[src/rtl/vector_irq_ctrl.sv]
// ---------------------------------------------------------------------------
// vector_irq_ctrl
//   Vectored interrupt controller sitting between N peripheral request lines
//   and the CPU interrupt-vector bus. It raises virq_o while any channel
//   requests service. When the CPU strobes istb_i, it latches the vector of
//   the highest-priority requester (channel 0 highest) and raises iack_o. It
//   also pulses that channel's ack_o for one cycle so the device drops its
//   request. After the strobe ends, virq_o is held low for HOLDOFF cycles
//   before new requests are reported.
//
// Ports
//   wb_clk_i  in   1     system clock, rising edge
//   wb_rst_n  in   1     asynchronous active-low reset
//   init_i    in   1     synchronous clear (bus INIT), overrides all inputs
//   irq_i     in   N     level requests, one per channel
//   vec_i     in   16*N  channel vectors, channel n at [16n+15:16n]
//   ack_o     out  N     one-cycle one-hot grant pulse to the served channel
//   virq_o    out  1     interrupt request to the CPU
//   istb_i    in   1     vector strobe from the CPU
//   ivec_o    out  16    vector presented to the CPU (0 when idle)
//   iack_o    out  1     vector acknowledge to the CPU
// ---------------------------------------------------------------------------
module vector_irq_ctrl #(
    parameter int          N           = 4,
    parameter logic [15:0] DEFAULT_VEC = 16'o0,
    parameter int          HOLDOFF     = 2
) (
    input  logic            wb_clk_i,
    input  logic            wb_rst_n,
    input  logic            init_i,
    input  logic [N-1:0]    irq_i,
    input  logic [16*N-1:0] vec_i,
    output logic [N-1:0]    ack_o,
    output logic            virq_o,
    input  logic            istb_i,
    output logic [15:0]     ivec_o,
    output logic            iack_o
);

    localparam logic [3:0] HOLD_INIT = 4'(HOLDOFF - 1);

    typedef enum logic [1:0] {
        ST_IDLE,
        ST_ACK,
        ST_HOLD
    } state_t;

    state_t       r_state;
    state_t       w_state_nxt;
    logic [3:0]   r_cnt;
    logic [3:0]   w_cnt_nxt;
    logic         r_virq;
    logic         w_virq_nxt;
    logic         r_iack;
    logic         w_iack_nxt;
    logic [15:0]  r_ivec;
    logic [15:0]  w_ivec_nxt;
    logic [N-1:0] r_ack;
    logic [N-1:0] w_ack_nxt;

    logic         w_any;
    logic [15:0]  w_sel_vec;
    logic [N-1:0] w_sel_onehot;

    // Priority encode: scanning from the top index down lets the lowest
    // requesting index win, producing both its vector and its one-hot grant.
    always_comb begin
        w_sel_vec    = DEFAULT_VEC;
        w_sel_onehot = '0;
        for (int n = N - 1; n >= 0; n--) begin
            if (irq_i[n]) begin
                w_sel_vec       = vec_i[16*n +: 16];
                w_sel_onehot    = '0;
                w_sel_onehot[n] = 1'b1;
            end
        end
    end

    assign w_any = |irq_i;

    // Next-state and next-output logic
    always_comb begin
        w_state_nxt = r_state;
        w_cnt_nxt   = r_cnt;
        w_virq_nxt  = 1'b0;
        w_iack_nxt  = r_iack;
        w_ivec_nxt  = r_ivec;
        w_ack_nxt   = '0;

        if (init_i) begin
            w_state_nxt = ST_IDLE;
            w_cnt_nxt   = '0;
            w_iack_nxt  = 1'b0;
            w_ivec_nxt  = '0;
        end else begin
            case (r_state)
                ST_IDLE: begin
                    w_virq_nxt = w_any;
                    if (istb_i) begin
                        // A request withdrawn just as the strobe arrives still
                        // gets an acknowledge (with the default vector) so the
                        // CPU never stalls waiting for iack.
                        w_virq_nxt  = 1'b0;
                        w_ivec_nxt  = w_sel_vec;
                        w_iack_nxt  = 1'b1;
                        w_ack_nxt   = w_sel_onehot;
                        w_state_nxt = ST_ACK;
                    end
                end
                ST_ACK: begin
                    // Vector stays frozen while the CPU holds the strobe.
                    if (!istb_i) begin
                        w_iack_nxt  = 1'b0;
                        w_ivec_nxt  = '0;
                        w_cnt_nxt   = HOLD_INIT;
                        w_state_nxt = ST_HOLD;
                    end
                end
                ST_HOLD: begin
                    if (r_cnt == 4'd0) begin
                        w_state_nxt = ST_IDLE;
                    end else begin
                        w_cnt_nxt = r_cnt - 4'd1;
                    end
                end
                default: begin
                    w_state_nxt = ST_IDLE;
                    w_cnt_nxt   = '0;
                    w_iack_nxt  = 1'b0;
                    w_ivec_nxt  = '0;
                end
            endcase
        end
    end

    always_ff @(posedge wb_clk_i or negedge wb_rst_n) begin
        if (!wb_rst_n) begin
            r_state <= ST_IDLE;
            r_cnt   <= '0;
            r_virq  <= 1'b0;
            r_iack  <= 1'b0;
            r_ivec  <= '0;
            r_ack   <= '0;
        end else begin
            r_state <= w_state_nxt;
            r_cnt   <= w_cnt_nxt;
            r_virq  <= w_virq_nxt;
            r_iack  <= w_iack_nxt;
            r_ivec  <= w_ivec_nxt;
            r_ack   <= w_ack_nxt;
        end
    end

    assign virq_o = r_virq;
    assign iack_o = r_iack;
    assign ivec_o = r_ivec;
    assign ack_o  = r_ack;

endmodule
[config.mk]
export PLATFORM = sky130hd
export DESIGN_NAME = vector_irq_ctrl
export DESIGN_NICKNAME = d
export VERILOG_FILES = /design/src/rtl/vector_irq_ctrl.sv
export SDC_FILE = /design/constraint.sdc
export NUM_CORES = 1
export LEC_CHECK = 0
export BUFFER_PORTS_ARGS = -buffer_cell sky130_fd_sc_hd__buf_2
export CORE_MARGIN = 1
export CORE_UTILIZATION = 40
export DETAILED_ROUTE_END_ITERATION = 10
export GPL_TIMING_DRIVEN = 0
export PLACE_DENSITY_LB_ADDON = 0.12
export SETUP_SLACK_MARGIN = 0.05
export SYNTH_ARGS = -nofsm -noshare
export SYNTH_HDL_FRONTEND = slang
export SYNTH_SLANG_ARGS = --single-unit
[constraint.sdc]
create_clock -name wb_clk_i -period 1.61 [get_ports wb_clk_i]
set_input_delay 0.161 -clock wb_clk_i [delete_from_list [all_inputs] [get_ports wb_clk_i]]
set_output_delay 0.161 -clock wb_clk_i [all_outputs]
set_load 0.01 [all_outputs]
==> results of run 1 <==
[cell families (layout without fill, tap and decap cells)]
group           Yosys count  after routing
compound gates           63             63
flops                    28             28
simple gates             58             58
buf+inv                  20            129
fa+ha+maj                 6              6
mux                       3              3
[power by group through the flow]
stage / Clock (W) / Combinational, W / Sequential [W]
floorplan: 0 / 0.000436 / 0.000910
global placement: 0 / 0.000766 / 0.000867
detailed placement: 0 / 0.000775 / 0.000868
CTS: 0.000570 / 0.000912 / 0.000853
global route: 0.000588 / 0.00109 / 0.000870
finish: 0.000551 / 0.000997 / 0.000856
[worst max path at each step]
stage / start / end / slack [ns] / cells after the start
final: r_state[0] / ivec_o[8] / 0.01 / 7
after global routing: r_cnt[1] / r_state[0] / -0.08 / 5
after global placement: r_state[1] / ivec_o[15] / -0.25 / 6
after floorplan: r_cnt[0] / r_state[0] / 0.05 / 5
after detailed placement: r_state[0] / ivec_o[10] / -0.26 / 6
after CTS: r_cnt[0] / r_state[0] / 0.03 / 5
[routing by layer]
| layer | routed length, um | GRT usage | vias up | share of wire |
|---|---|---|---|---|
| li1 | - | - | 894 | - |
| met1 | 2220 | 0.278 | 874 | 0.43 |
| met4 | 78 | 0.0599 | 0 | 0.015 |
| met2 | 2610 | 0.393 | 64 | 0.50 |
| met3 | 297 | 0.0300 | 8 | 0.057 |
| met5 | 0 | 0 | - | 0 |
[flip-flops by register name, summed over array words and instances, names as in the netlist]
signal,flops
iack_o,1
r_state,2
r_cnt,4
ack_o,4
virq_o,1
ivec_o,16
[through the flow]
stage	utilization	TNS (ns)
floorplan	-	0
CTS	0.604	0
detailed placement	0.557	-2.57
global route	0.616	-0.710
finish	0.616	0
global placement	0.557	-2.54
[cell usage in the layout (no fill, tap or decap), drive strengths merged, types with 2 or more instances in the layout]
cell type,n
nand2,20
nor2,2
buf,110
clkbuf,11
nand2b,5
a32o,16
a21oi,2
o2bb2ai,3
o22ai,3
dfrtp,28
a221o,15
nor2b,18
nand3b,2
ha,6
nor4b,2
inv,6
nor3,3
o21ai,17
mux2i,3
[layout make-up]
class / instances / area (sq um) / share of cell area
Inverter: 6 / 22.5 / 0.00895
Multi-Input combinational cell: 130 / 1000 / 0.397
Sequential cell: 28 / 701 / 0.278
Tap cell: 50 / 62.6 / 0.0249
Buffer: 14 / 95.1 / 0.0378
Clock inverter: 1 / 30.0 / 0.0119
Clock buffer: 3 / 41.3 / 0.0164
Timing Repair Buffer: 105 / 566 / 0.225
[what timing repair did]
action                                  4_1_cts  5_1_grt
endpoints found under the hold margin        28        0
gates resized for setup                      11        8
hold buffers                                  1        0
endpoints found under the setup margin       21       24
setup buffers                                 9        2
gates cloned                                  0        1
pin swaps                                     4        4
[synthesized netlist by cell type]
library cell	number	area [sq um]
inv_1	6	22.5
mux2i_1	3	30.0
ha_1	6	75.1
and3_1	1	6.26
nor2_1	2	7.51
a211o_1	1	8.76
o211ai_1	1	7.51
o21ai_0	17	85.1
o21bai_1	1	7.51
o2bb2ai_1	3	26.3
buf_6	3	33.8
nand2b_1	5	31.3
nand3b_1	2	15.0
a221o_1	15	150
a32o_1	16	160
o2111ai_1	1	8.76
a21o_1	1	7.51
and2_1	1	6.26
nand2_1	20	75.1
or2_1	1	6.26
o22ai_1	3	18.8
buf_2	3	15.0
a21oi_1	1	5.00
nor3b_1	1	7.51
clkbuf_1	8	30.0
nor4b_1	2	17.5
nor2b_1	18	113
nor3_2	1	10.0
dfrtp_1	28	701
and2b_1	1	7.51
a21bo_1	1	10.0
nor3_1	2	10.0
a21oi_2	1	8.76
a221oi_1	1	8.76
or3b_1	1	8.76
==> results.cfg, run 1 <==
[clock_network]
insertion_delay_ns = 0.27
clk_pin_slew_ns = 0.10
cts.path.max_buffers = 2
cts.sinks = 28
cts_tree = done
cts.htree.levels = 1
cts_buffers = 3
ctsRootBufferMaster = clkbuf_8

[critical_path]
worst_ep_arrival_time_ns = 1.81
reg2reg_from = r_state[0]
reg2reg_depth = 7
end_kind = flop
criticalPathCategory = reg2reg
crit_fanout = 9
startpoint_type = flop
rrSetupSlack_ns = 0.01
slowest_delay_ns = 0.44
cpMaxStageDelayCell = dfrtp_1
required_ns = 1.82
path_cells = inv_2, ha_1, clkbuf_4, inv_1, a21oi_4, buf_2, a32o_1
cpLargestDelayFamily = buffers and inverters
crit_buf_inv = 4
timing.rr.end = ivec_o[8]

[timing]
fmax_mhz = 627
fin_crit_ns = 1.60
rsz0062_at_grt = true
worst_slack_ns = 0.0142
worst_pin_slew_ns = 0.633
setup_viol = 0
worst_hold_slack_ns = 0.185
fin_crit_sh = 0.991
hold_violations = 0
slew_headroom = 0.578
final_max_slew_viol_count = 0
finClkSkew_ns = 0.00343

[global_routing]
antenna_found_initial = 0
grt_max_degree = 29
grt.total_usage = 0.222
grt_pass1_vias = 1691
grt_pass1_wl_um = 7710
grt_overflow = 0

[min_path]
hp-start = istb_i
hp-class = in2reg
hold-path-endpoint = virq_o
hold_path_depth = 2

[placed_design]
gp_congestion = 0.806
dp_hpwl_um = 3640
dp_cells = 320
place_area_sq_um = 2270
post-place-ws_ns = -0.260
io_buffers = 92

[logic_synthesis]
synth-simple-area-share = 0.185
synth_compound_area_frac = 0.295
synth_xor_area_frac = 0
netlist_area_sq_um = 1740
ys_ff_latch = 28
syn_inst = 178
synth_top_family_by_area = compound AO/OA/AOI/OAI gates
yosysWarnings = 0
synth-seq-area-share = 0.402
ys_types = 35
syn_area_per_cell_sq_um = 9.78
synth_fp_nets = 256
synthAdderAreaFrac = 0.0431
synth.area.mux_share = 0.0172

[route]
finalWirelength_um = 5210
routedWlPerCell_um = 15.4
avgViaCountPerCell = 5.46
first_pass_iters = 4
drtIter0Drc = 105
postRouteAntennaNets = 0
via_count = 1840
drc_errors = 0

[run]
maxCapViolCount = 0

[power_and_ir_drop]
p_leak_nw = 1.26
ir_drop_uv = 613
power.total_w = 0.00240
net-switching-power_w = 0.000774
swShare = 0.322
p_clk_frac = 0.229
pwr-share-seq = 0.356
combPwrFrac = 0.415
p_int_w = 0.00163
powerDensity_nw_per_um2 = 955

[layout]
antennaDiodeCount = 0
final_area_sq_um = 2520
nFillCells = 352
area.growth.synth_to_final_pct = 44.5
drive_above_1_share = 0.446
fin_cells = 337
fin_nets = 366

[floorplan]
die_w_um = 68.0
coreArea_sq_um = 4090
io_pins = 94
die_area_sq_um = 4620
initial_core_util = 0.426
row_count = 23
fp.dieH_um = 68.0

[outcome]
status = finished, final reports clean
Power figures use the tool's default switching activity.
==> run 2, diff against run 1 <==
--- a/config.mk
+++ b/config.mk
@@ -5,9 +5,12 @@
 export SDC_FILE = /design/constraint.sdc
 export NUM_CORES = 1
 export LEC_CHECK = 0
-export BUFFER_PORTS_ARGS = -buffer_cell sky130_fd_sc_hd__buf_2
+export BUFFER_PORTS_ARGS = -buffer_cell sky130_fd_sc_hd__clkbuf_2
+export CELL_PAD_IN_SITES_DETAIL_PLACEMENT = 2
+export CELL_PAD_IN_SITES_GLOBAL_PLACEMENT = 2
+export CORE_ASPECT_RATIO = 0.7
 export CORE_MARGIN = 1
-export CORE_UTILIZATION = 40
+export CORE_UTILIZATION = 22
 export DETAILED_ROUTE_END_ITERATION = 10
 export GPL_TIMING_DRIVEN = 0
 export PLACE_DENSITY_LB_ADDON = 0.12
==> results.cfg, run 2 (synthesized netlist as in run 1, its figures left out) <==
[timing]
rsz0062_at_grt = true
fin_crit_ns = 1.60
setup_viol = 0
worst_slack_ns = 0.0104
worst_hold_slack_ns = 0.212
finClkSkew_ns = 0.00979
slew_headroom = 0.479
fmax_mhz = 625
final_max_slew_viol_count = 0
fin_crit_sh = 0.994
hold_violations = 0
worst_pin_slew_ns = 0.781

[critical_path]
criticalPathCategory = reg2reg
end_kind = flop
path_cells = inv_2, ha_1, or3b_4, o22ai_1, mux2i_1
crit_fanout = 3
slowest_delay_ns = 0.41
startpoint_type = flop
cpMaxStageDelayCell = or3b_4
required_ns = 1.81
reg2reg_depth = 5
worst_ep_arrival_time_ns = 1.80

[clock_network]
cts.htree.levels = 1
clk_pin_slew_ns = 0.08
cts.path.max_buffers = 2
ctsRootBufferMaster = clkbuf_16
cts_tree = done
insertion_delay_ns = 0.27
cts_buffers = 3
cts.sinks = 28

[outcome]
status = finished, final reports clean

[route]
routedWlPerCell_um = 18.1
first_pass_iters = 4
finalWirelength_um = 7010
avgViaCountPerCell = 4.82
drtIter0Drc = 27
via_count = 1871
drc_errors = 0
postRouteAntennaNets = 0

[global_routing]
grt_max_degree = 29
grt_overflow = 0
antenna_found_initial = 0
grt.total_usage = 0.172
grt_pass1_wl_um = 11000
grt_pass1_vias = 2073

[power_and_ir_drop]
powerDensity_nw_per_um2 = 980
ir_drop_uv = 404
p_leak_nw = 1.29

[floorplan]
die_area_sq_um = 8280
initial_core_util = 0.233
io_pins = 94
coreArea_sq_um = 7480
row_count = 26
fp.dieH_um = 76.4
die_w_um = 108

[placed_design]
dp_hpwl_um = 5080
io_buffers = 92
post-place-ws_ns = -0.350
gp_congestion = 0.710

[layout]
fin_util = 0.352
fin_nets = 369
final_common_cell = clkbuf_2
antennaDiodeCount = 0
area.growth.synth_to_final_pct = 51.1
final_cell_mix = clkbuf_2 (92), dfrtp_1 (28), nand2_1 (20), nor2b_1 (18), o21ai_0 (17)
drive_above_1_share = 0.452
largest_reg_flops = 16

[run]
maxCapViolCount = 0

[min_path]
hp-class = in2reg
hold_path_depth = 2
==> run 2: cell types whose count changed in the layout (fill, tap and decap cells not counted), sizes merged <==
cell	delta
clkbuf	+93
buf	-89
bufinv	-1
==> run 2: what timing repair did <==
item                                    in CTS  in global routing
setup buffers                                9                  5
cloned                                       1                  0
hold buffers                                 1                  0
pin swaps                                    5                  3
gates resized for setup                     18                  4
endpoints found under the setup margin      22                 23
hold endpoints to repair                    16                  0
==> run 2: final timing paths <==
| kind | startpoint | to | slack (ns) |
|---|---|---|---|
| min in group asynchronous | wb_rst_n | ivec_o[15] | 0.51 |
| worst min-delay path | irq_i[3] | ack_o[3] | 0.21 |
| worst max-delay path | r_cnt[0] | r_cnt[0] | 0.01 |
| worst max register to register | r_cnt[0] | r_cnt[0] | 0.01 |
| worst min register to register | iack_o | iack_o | 0.49 |
| max in group asynchronous | wb_rst_n | ack_o[3] | 0.61 |
==> run 2: worst max-delay path, delay by kind of cell, from the launching register on <==
kind            cells  cell delay [ns]
mux                 1             0.22
flops               1             0.40
fa+ha+maj           1             0.13
compound gates      1             0.30
buf+inv             1             0.07
simple gates        1             0.41
==> run 2: per-stage QoR <==
stage	cell area (sq um)	TNS [ns]	power [W]	cells
after floorplan	1750	0	0.00135	178
final	2630	0	0.00258	388
after detailed placement	2330	-3.91	0.00170	368
after global placement	2330	-4.26	0.00169	368
after CTS	2570	0	0.00251	383
after global routing	2630	-0.544	0.00274	388
==> run 2: cell type report <==
type	instances	area (sq um)
Clock buffer	4	88.8
Fill cell	852	4850
Sequential cell	28	701
Multi-Input combinational cell	130	1010
Buffer	14	95.1
Tap cell	98	123
Inverter	6	22.5
Timing Repair Buffer	108	594
==> run 2: power by group <==
group | switching (W) | internal, W
sequential | 0.0000617 | 0.000802
combinational | 0.000563 | 0.000519
clock | 0.000251 | 0.000381
total | 0.000876 | 0.00170
==> run 2: per-layer routing <==
| metal | GRT usage | vias to the layer above | part of all wire |
|---|---|---|---|
| met5 | 0 | - | 0 |
| met4 | 0.0203 | 0 | 0.0030 |
| li1 | - | 898 | - |
| met3 | 0.0411 | 2 | 0.065 |
| met2 | 0.282 | 67 | 0.46 |
| met1 | 0.236 | 904 | 0.47 |
